### src/rtl/mem_port_arbiter_if.sv
// Bundle of the fetch port, data port and single-ported memory signals.
// The arbiter connects to the slave modport; the requesters and memory model use master.
interface mem_port_arbiter_if;
    logic        f_req;
    logic [31:0] f_addr;
    logic        f_ack;
    logic [31:0] f_rdata;
    logic        d_req;
    logic        d_we;
    logic [31:0] d_addr;
    logic [31:0] d_wdata;
    logic        d_ack;
    logic [31:0] d_rdata;
    logic        addr_err;
    logic        mem_en;
    logic        mem_we;
    logic [31:0] mem_addr;
    logic [31:0] mem_wdata;
    logic [31:0] mem_rdata;
    logic        busy;

    modport slave (
        input  f_req, f_addr, d_req, d_we, d_addr, d_wdata, mem_rdata,
        output f_ack, f_rdata, d_ack, d_rdata, addr_err,
               mem_en, mem_we, mem_addr, mem_wdata, busy
    );

    modport master (
        output f_req, f_addr, d_req, d_we, d_addr, d_wdata, mem_rdata,
        input  f_ack, f_rdata, d_ack, d_rdata, addr_err,
               mem_en, mem_we, mem_addr, mem_wdata, busy
    );
endinterface

### src/rtl/mem_port_arbiter.sv
// Two-requester arbiter (fetch, data) in front of one single-ported memory.
// Data normally wins; fetch wins after STARVE_LIMIT consecutive data grants it waited through.
//
// state  | meaning
// IDLE   | no transaction; arbitrate and register the winner's request
// ACCESS | memory enabled for one cycle (suppressed on out-of-range address)
// RESP   | owner's ack pulse, read data / addr_err returned
module mem_port_arbiter #(
    parameter int STARVE_LIMIT = 3,
    parameter int MEM_DEPTH    = 256
) (
    input logic               clock,
    input logic               reset,
    mem_port_arbiter_if.slave bus
);
    localparam int          SW       = (STARVE_LIMIT > 0) ? $clog2(STARVE_LIMIT + 1) : 1;
    localparam logic [SW-1:0] SLIM   = SW'(STARVE_LIMIT);
    localparam logic [32:0] DEPTH_W  = 33'(MEM_DEPTH);

    typedef enum logic [1:0] {
        IDLE   = 2'd0,
        ACCESS = 2'd1,
        RESP   = 2'd2
    } state_t;

    state_t        state_q, state_d;
    logic [SW-1:0] starve_cnt_q, starve_cnt_d;
    logic          own_data_q, own_data_d;
    logic          err_q, err_d;
    logic [31:0]   mem_addr_q, mem_addr_d;
    logic          mem_we_q, mem_we_d;
    logic [31:0]   mem_wdata_q, mem_wdata_d;

    always_ff @(posedge clock) begin
        if (reset) begin
            state_q      <= IDLE;
            starve_cnt_q <= '0;
            own_data_q   <= 1'b0;
            err_q        <= 1'b0;
            mem_addr_q   <= '0;
            mem_we_q     <= 1'b0;
            mem_wdata_q  <= '0;
        end else begin
            state_q      <= state_d;
            starve_cnt_q <= starve_cnt_d;
            own_data_q   <= own_data_d;
            err_q        <= err_d;
            mem_addr_q   <= mem_addr_d;
            mem_we_q     <= mem_we_d;
            mem_wdata_q  <= mem_wdata_d;
        end
    end

    always_comb begin
        state_d      = state_q;
        starve_cnt_d = starve_cnt_q;
        own_data_d   = own_data_q;
        err_d        = err_q;
        mem_addr_d   = mem_addr_q;
        mem_we_d     = mem_we_q;
        mem_wdata_d  = mem_wdata_q;

        case (state_q)
            IDLE: begin
                if (bus.f_req || bus.d_req) begin
                    state_d = ACCESS;
                    if (bus.d_req && !(bus.f_req && starve_cnt_q == SLIM)) begin
                        own_data_d  = 1'b1;
                        mem_addr_d  = bus.d_addr;
                        mem_we_d    = bus.d_we;
                        mem_wdata_d = bus.d_wdata;
                        err_d       = {1'b0, bus.d_addr} >= DEPTH_W;
                        // Only count data grants that actually made fetch wait
                        if (bus.f_req && starve_cnt_q != SLIM) begin
                            starve_cnt_d = starve_cnt_q + 1'b1;
                        end
                    end else begin
                        own_data_d   = 1'b0;
                        mem_addr_d   = bus.f_addr;
                        mem_we_d     = 1'b0;
                        mem_wdata_d  = '0;
                        err_d        = {1'b0, bus.f_addr} >= DEPTH_W;
                        starve_cnt_d = '0;
                    end
                end
            end
            ACCESS: state_d = RESP;
            RESP: begin
                state_d     = IDLE;
                own_data_d  = 1'b0;
                err_d       = 1'b0;
                mem_addr_d  = '0;
                mem_we_d    = 1'b0;
                mem_wdata_d = '0;
            end
            default: state_d = IDLE;
        endcase
    end

    logic in_resp;
    logic rd_ok;

    assign in_resp       = (state_q == RESP);
    assign rd_ok         = in_resp && !err_q && !mem_we_q;

    assign bus.mem_en    = (state_q == ACCESS) && !err_q;
    assign bus.mem_we    = mem_we_q;
    assign bus.mem_addr  = mem_addr_q;
    assign bus.mem_wdata = mem_wdata_q;
    assign bus.f_ack     = in_resp && !own_data_q;
    assign bus.d_ack     = in_resp && own_data_q;
    assign bus.f_rdata   = (rd_ok && !own_data_q) ? bus.mem_rdata : '0;
    assign bus.d_rdata   = (rd_ok && own_data_q) ? bus.mem_rdata : '0;
    assign bus.addr_err  = in_resp && err_q;
    assign bus.busy      = (state_q != IDLE);
endmodule

### src/flat_wrapper.sv
// flat-port wrapper written by rule: the top's interface ports become plain ports
module mem_port_arbiter_flat 
#(
    parameter int STARVE_LIMIT = 3,
    parameter int MEM_DEPTH    = 256
)
  (clock, reset, bus_f_req, bus_f_addr, bus_d_req, bus_d_we, bus_d_addr, bus_d_wdata, bus_mem_rdata, bus_f_ack, bus_f_rdata, bus_d_ack, bus_d_rdata, bus_addr_err, bus_mem_en, bus_mem_we, bus_mem_addr, bus_mem_wdata, bus_busy);
  mem_port_arbiter_if bus_i ();
  input logic clock;
  input logic reset;
  input wire logic [$bits(bus_i.f_req)-1:0] bus_f_req;
  input wire logic [$bits(bus_i.f_addr)-1:0] bus_f_addr;
  input wire logic [$bits(bus_i.d_req)-1:0] bus_d_req;
  input wire logic [$bits(bus_i.d_we)-1:0] bus_d_we;
  input wire logic [$bits(bus_i.d_addr)-1:0] bus_d_addr;
  input wire logic [$bits(bus_i.d_wdata)-1:0] bus_d_wdata;
  input wire logic [$bits(bus_i.mem_rdata)-1:0] bus_mem_rdata;
  output wire logic [$bits(bus_i.f_ack)-1:0] bus_f_ack;
  output wire logic [$bits(bus_i.f_rdata)-1:0] bus_f_rdata;
  output wire logic [$bits(bus_i.d_ack)-1:0] bus_d_ack;
  output wire logic [$bits(bus_i.d_rdata)-1:0] bus_d_rdata;
  output wire logic [$bits(bus_i.addr_err)-1:0] bus_addr_err;
  output wire logic [$bits(bus_i.mem_en)-1:0] bus_mem_en;
  output wire logic [$bits(bus_i.mem_we)-1:0] bus_mem_we;
  output wire logic [$bits(bus_i.mem_addr)-1:0] bus_mem_addr;
  output wire logic [$bits(bus_i.mem_wdata)-1:0] bus_mem_wdata;
  output wire logic [$bits(bus_i.busy)-1:0] bus_busy;
  assign bus_i.f_req = bus_f_req;
  assign bus_i.f_addr = bus_f_addr;
  assign bus_i.d_req = bus_d_req;
  assign bus_i.d_we = bus_d_we;
  assign bus_i.d_addr = bus_d_addr;
  assign bus_i.d_wdata = bus_d_wdata;
  assign bus_i.mem_rdata = bus_mem_rdata;
  assign bus_f_ack = bus_i.f_ack;
  assign bus_f_rdata = bus_i.f_rdata;
  assign bus_d_ack = bus_i.d_ack;
  assign bus_d_rdata = bus_i.d_rdata;
  assign bus_addr_err = bus_i.addr_err;
  assign bus_mem_en = bus_i.mem_en;
  assign bus_mem_we = bus_i.mem_we;
  assign bus_mem_addr = bus_i.mem_addr;
  assign bus_mem_wdata = bus_i.mem_wdata;
  assign bus_busy = bus_i.busy;
  mem_port_arbiter #(.STARVE_LIMIT(STARVE_LIMIT), .MEM_DEPTH(MEM_DEPTH)) u_core (.clock(clock), .reset(reset), .bus(bus_i));
endmodule
### config.mk
export PLATFORM = sky130hd
export DESIGN_NAME = mem_port_arbiter_flat
export DESIGN_NICKNAME = d
export VERILOG_FILES = /design/src/rtl/mem_port_arbiter_if.sv /design/src/rtl/mem_port_arbiter.sv /design/src/flat_wrapper.sv
export SDC_FILE = /design/constraint.sdc
export NUM_CORES = 1
export LEC_CHECK = 0
export CORE_AREA = 2 2 104 106
export CTS_BUF_LIST = sky130_fd_sc_hd__clkbuf_4 sky130_fd_sc_hd__clkbuf_8 sky130_fd_sc_hd__clkbuf_16
export DETAILED_ROUTE_END_ITERATION = 10
export DIE_AREA = 0 0 106 108
export PLACE_DENSITY = 0.85
export SLEW_MARGIN = 20
export SYNTH_ARGS = -nofsm -noshare
export SYNTH_HDL_FRONTEND = slang
export SYNTH_SLANG_ARGS = --single-unit
### constraint.sdc
create_clock -name clock -period 4.2 [get_ports clock]
set_clock_uncertainty 0.2 [all_clocks]
set_input_delay 0.84 -clock clock [delete_from_list [all_inputs] [get_ports clock]]
set_output_delay 0.84 -clock clock [all_outputs]
set_load 0.01 [all_outputs]
---- Word level (Yosys, flattened, before mapping) ----
Cells that the tools add are included.
Widths: inputs -> output; s select.
cells by class
  shift operators ......................... 0
  div/mod/pow operators ................... 0
  multiplexer cells ....................... 21
  $lt $le $gt $ge ......................... 2
  $add $sub $neg .......................... 1
  $mul .................................... 0
  bitwise operators ....................... 0
  reductions and logical operators ........ 21
  equality and inequality tests ........... 6
operators by type and width
  operator             number
  $mux 32              6
  $pmux 32 s2          2
  $ge 32x9->1 const B  2
  $logic_and 1x1->1    11
  $mux 1               6
  $mux 2               3
  $pmux 1 s2           3
  $eq 2x2->1 const B   2
  $logic_not 1->1      4
  $ne 2x2->1 const B   2
  $pmux 2 s2           1
  $reduce_bool 2->1    2
  $reduce_and 3->1     1
  $add 2x1->2 const B  1
  $eq 2x1->1 const B   1
  $logic_not 2->1      1
  $ne 2x1->1 const B   1
  $reduce_and 2->1     1
  $logic_or 1x1->1     1
storage, ports and cells
  bits in latches ......................... 0
  memory bits (read-only) ................. 0
  input port bits ......................... 133
  RAM bits ................................ 0
  memories ................................ 0
  logic and storage cells ................. 58
  flip-flop bits (word level) ............. 71

---- Longest topological paths before layout ----
  depth in word-level cells ............... 7
  mapped depth ............................ 7
  depth with buffers taken out ............ 5

---- Least setup slack after synthesis ----
OpenSTA, ideal clock, no wires.
  path type ............................... flip-flop to output port
  from .................................... register u_core.state_q[1]
  to ...................................... output port bus_d_rdata[10]
  path buffers ............................ 1
  setup slack ............................. 1893 ps
  data arrival time ....................... 1267 ps
  required time ........................... 3160 ps
  cell stages (with the launch flop) ...... 6
  cell sequence ........................... dfxtp_1 nor2b_1 and2_2 nor3b_4 buf_6 and2_1
on the way
  word-level cells in the longest chain between the ends .. 5
ends and longest elaborated chain
  item                            RTL line                 RTL
  from (decl)                     mem_port_arbiter.sv:26   state_t state_q, state_d;
  from (signal assigned)          mem_port_arbiter.sv:44   state_q <= state_d;
  $eq 2x2->1                      mem_port_arbiter.sv:103  assign in_resp = (state_q == RESP);
  $logic_and 1x1->1 (2 in a row)  mem_port_arbiter.sv:104  assign rd_ok = in_resp && !err_q && !mem_we_q;
  $logic_and 1x1->1               mem_port_arbiter.sv:113  assign bus.d_rdata = (rd_ok && own_data_q) ? bus.mem_rdata : '0;
  $mux 32                         mem_port_arbiter.sv:113
  to (decl)                       flat_wrapper.sv:21       output wire logic [$bits(bus_i.d_rdata)-1:0] bus_d_rdata;
No other way between the ends.

---- Final worst setup path ----
  from .................................... register u_core.state_q[1]
  to ...................................... output port bus_d_rdata[14]
The elaborated chain is that of the path after synthesis.

==> impl_metrics.csv <==
group,metric,value,unit
status,status,"finished clean",
place,place_inst,723,
cells_and_area,final_core_util,62.30,%
cells_and_area,final_cells,741,
clock_network,post-cts-setup-buffer-count,0,
timing,rsz0062_at_grt,"false",
setup_path,worstPathMaxFanout,32,
setup_path,reg2regPathDepth,5,
yosys,syn_avg_cell_area,10.11,um2
drt,ant_nets,0,
place,port_buffers,266,
cells_and_area,fin_nets,733,
drt,drtIter0Drc,205,
setup_path,cp-end-kind,"output pin",
global_route,antenna_found_initial,4,
clock_network,htreeDepth,3,
setup_path,critical-path-top-delay-family,"simple AND/OR/NAND/NOR gates",
yosys,synth.distinct_cells,35,
timing,fmax,0.2796,GHz
clock_network,cts_sinks,71,
floorplan,die_y,108,um
setup_path,crit_buf_inv,1,
floorplan,dieArea,11450,um2
setup_path,critical_path_required,3.16,ns
clock_network,insertion_delay,0.33,ns
setup_path,cp_slowest_cell,"nor3b_4",
timing,worst_pin_slew,1.029,ns
yosys,yosysSeqAreaShare,40.75,%
pwr,leakagePower,2.416,nW
setup_path,cp.depth,5,
timing,finalSetupViolations,0,
clock_network,cts_buffers,9,
drt,route.detailed.drc,0,
timing,finalCritPeriodShare,85.15,%
timing,fin_crit,3.576,ns
flow_run,maxCapViolations,0,
yosys,synth_top_area_cell,"dfxtp_1",
setup_path,cpPeakStageDelay,0.68,ns
setup_path,worst_setup_path_start_kind,"flip-flop",
yosys,yosys_register_bits,71,
yosys,synth_top_area_share,40.75,%
clock_network,post_cts_resized,0,
pwr,power_density,268.2,nW/um2
yosys,synth_warnings,0,
yosys,syn-cell-area,3488,um2
clock_network,cts.clk_slew.worst_paths,0.08,ns
cells_and_area,fillers,858,
yosys,synth.net_count,479,
drt,first_pass_iters,4,
drt,finalWirelength,13.07,mm
floorplan,top_level_ports,267,
timing,hold_viol,0,
drt,wl_per_cell,17.64,um
setup_path,ff2ff_setup_slack,1.81,ns
global_route,grt_overflow,0,
place,gp_congestion,0.8245,
timing,fin_tns_setup,0,ns
timing,maxSlewHeadroom,31.39,%
drt,viasPerCell,4.895,
global_route,grt_pass1_vias,3613,
place,dp_hpwl,10.53,mm
hold_path,min_delay_path_depth,1,
timing,hold_ws,0.2749,ns
yosys,synth_cells,345,
hold_path,holdCritPathClass,"flip-flop to flip-flop",
setup_path,crit_chain,"nor2b_1, and2_2, nor3b_4, and2_1, clkdlybuf4s50_1",
global_route,grt_pass1_wl,19.22,mm
clock_network,cts_root_buf,"clkbuf_8",
yosys,synth_area_leaders,"dfxtp_1 (41%), o2bb2ai_2 (12%), and2_1 (12%)",
floorplan,die_w,106,um
global_route,grt_max_degree,38,
clock_network,clk_path_buf_depth,2,
cells_and_area,syn_to_final_growth,82.71,%
clock_network,cts_tree,"done",
timing,finalMaxSlewViolations,0,
floorplan,placeableCoreArea,10230,um2
drt,via_count,3627,
clock_network,holdBufCountCts,0,
floorplan,initial_utilization,34.10,%
setup_path,critPathArrivalTime,2.54,ns
pwr,ir_worst_vdd,232.2,uV
global_route,grt_usage,21.70,%
cells_and_area,layout-drive-gt1-share,9.272,%
setup_path,path_class,"flip-flop to output pin",
floorplan,rows,37,
pwr,power,1.709,mW
[synth_stat cells, drive strengths merged]
master   instances
dfxtp           71
and2            66
nor2            41
a22oi           33
mux2i           32
o2bb2ai         31
buf             22
nor4            13
clkbuf           6
a21oi            3
nand4            3
a211oi           2
inv              2
nand2            2
nand2b           2
nand3            2
nor3             2
or2              2
a21bo            1
a21boi           1
a2bb2oi          1
and2b            1
ha               1
nor2b            1
nor3b            1
o21ai            1
o21bai           1
or3b             1
[layout by cell type (no fill, tap or decap), types with 3 or more instances in the layout]
cell / Yosys / layout
a21oi_1: 3 / 3
a22oi_1: 33 / 33
and2_1: 65 / 65
buf_4: 5 / 3
clkbuf_4: 0 / 3
clkbuf_8: 0 / 9
clkdlybuf4s50_1: 0 / 266
clkinv_2: 0 / 3
dfxtp_1: 71 / 71
mux2i_1: 32 / 32
nand4_1: 3 / 3
nor2_1: 40 / 40
nor4_1: 12 / 12
o2bb2ai_2: 29 / 29
[final timing paths]
path                                         startpoint                        to
worst min register to register  u_core.bus.mem_addr[28]   u_core.bus.mem_addr[28]
worst min-delay path            u_core.bus.mem_addr[28]   u_core.bus.mem_addr[28]
worst max register to register   u_core.starve_cnt_q[0]  u_core.bus.mem_wdata[19]
worst max-delay path                  u_core.state_q[1]           bus_d_rdata[14]
[layout make-up]
class                   instances  area [um2]  area share (%)
diodes                          1       2.502         0.03926
multi-input cells             244        1887           29.60
clock buffers                  12       146.4           2.297
well taps                     136       170.2           2.670
inverters                       2       7.507          0.1178
clock inverters                 4       22.52          0.3534
flip-flops and latches         71        1421           22.30
repair buffers                271        2716           42.62
[routing by layer]
metal | track usage (%) | up-vias | routed length [um]
li1 | - | 1750 | -
met1 | 22.48 | 1649 | 4772
met2 | 39.82 | 190 | 6672
met3 | 8.017 | 32 | 1220
met4 | 8.647 | 6 | 374
met5 | 0 | - | 34
[per-stage QoR]
| step | instance area, um2 | worst slack [ns] |
|---|---|---|
| after floorplan | 3488 | 1.893 |
| after global placement | 6191 | 1.010 |
| after detailed placement | 6191 | 0.9361 |
| after CTS | 6360 | 0.5716 |
| after global routing | 6371 | 0.3910 |
| final | 6374 | 0.6236 |
[cell families after synthesis]
| logic type | Yosys count | synth area share, % |
|---|---|---|
| and+or+nand+nor | 137 | 22.24 |
| AOI/OAI and AO/OA | 74 | 22.06 |
| DFF | 71 | 40.75 |
| muxes | 32 | 9.182 |
| buffers and inverters | 30 | 5.416 |
| adders and majority gates | 1 | 0.3586 |
[power by group]
part | switching, mW | internal [mW] | total, mW | leakage (nW)
registers | 0.0376 | 0.723 | 0.761 | 0.583
logic | 0.195 | 0.273 | 0.468 | 1.74
clock network | 0.249 | 0.232 | 0.481 | 0.0904
total | 0.481 | 1.23 | 1.71 | 2.42
[sequential cells by signal, indices dropped and copies added (netlist names)]
name                  count
u_core.starve_cnt_q       2
u_core.state_q            2
u_core.bus.mem_addr      32
u_core.bus.mem_wdata     32
u_core.own_data_q         1
u_core.err_q              1
u_core.bus.mem_we         1
Power figures use the tool's default switching activity.
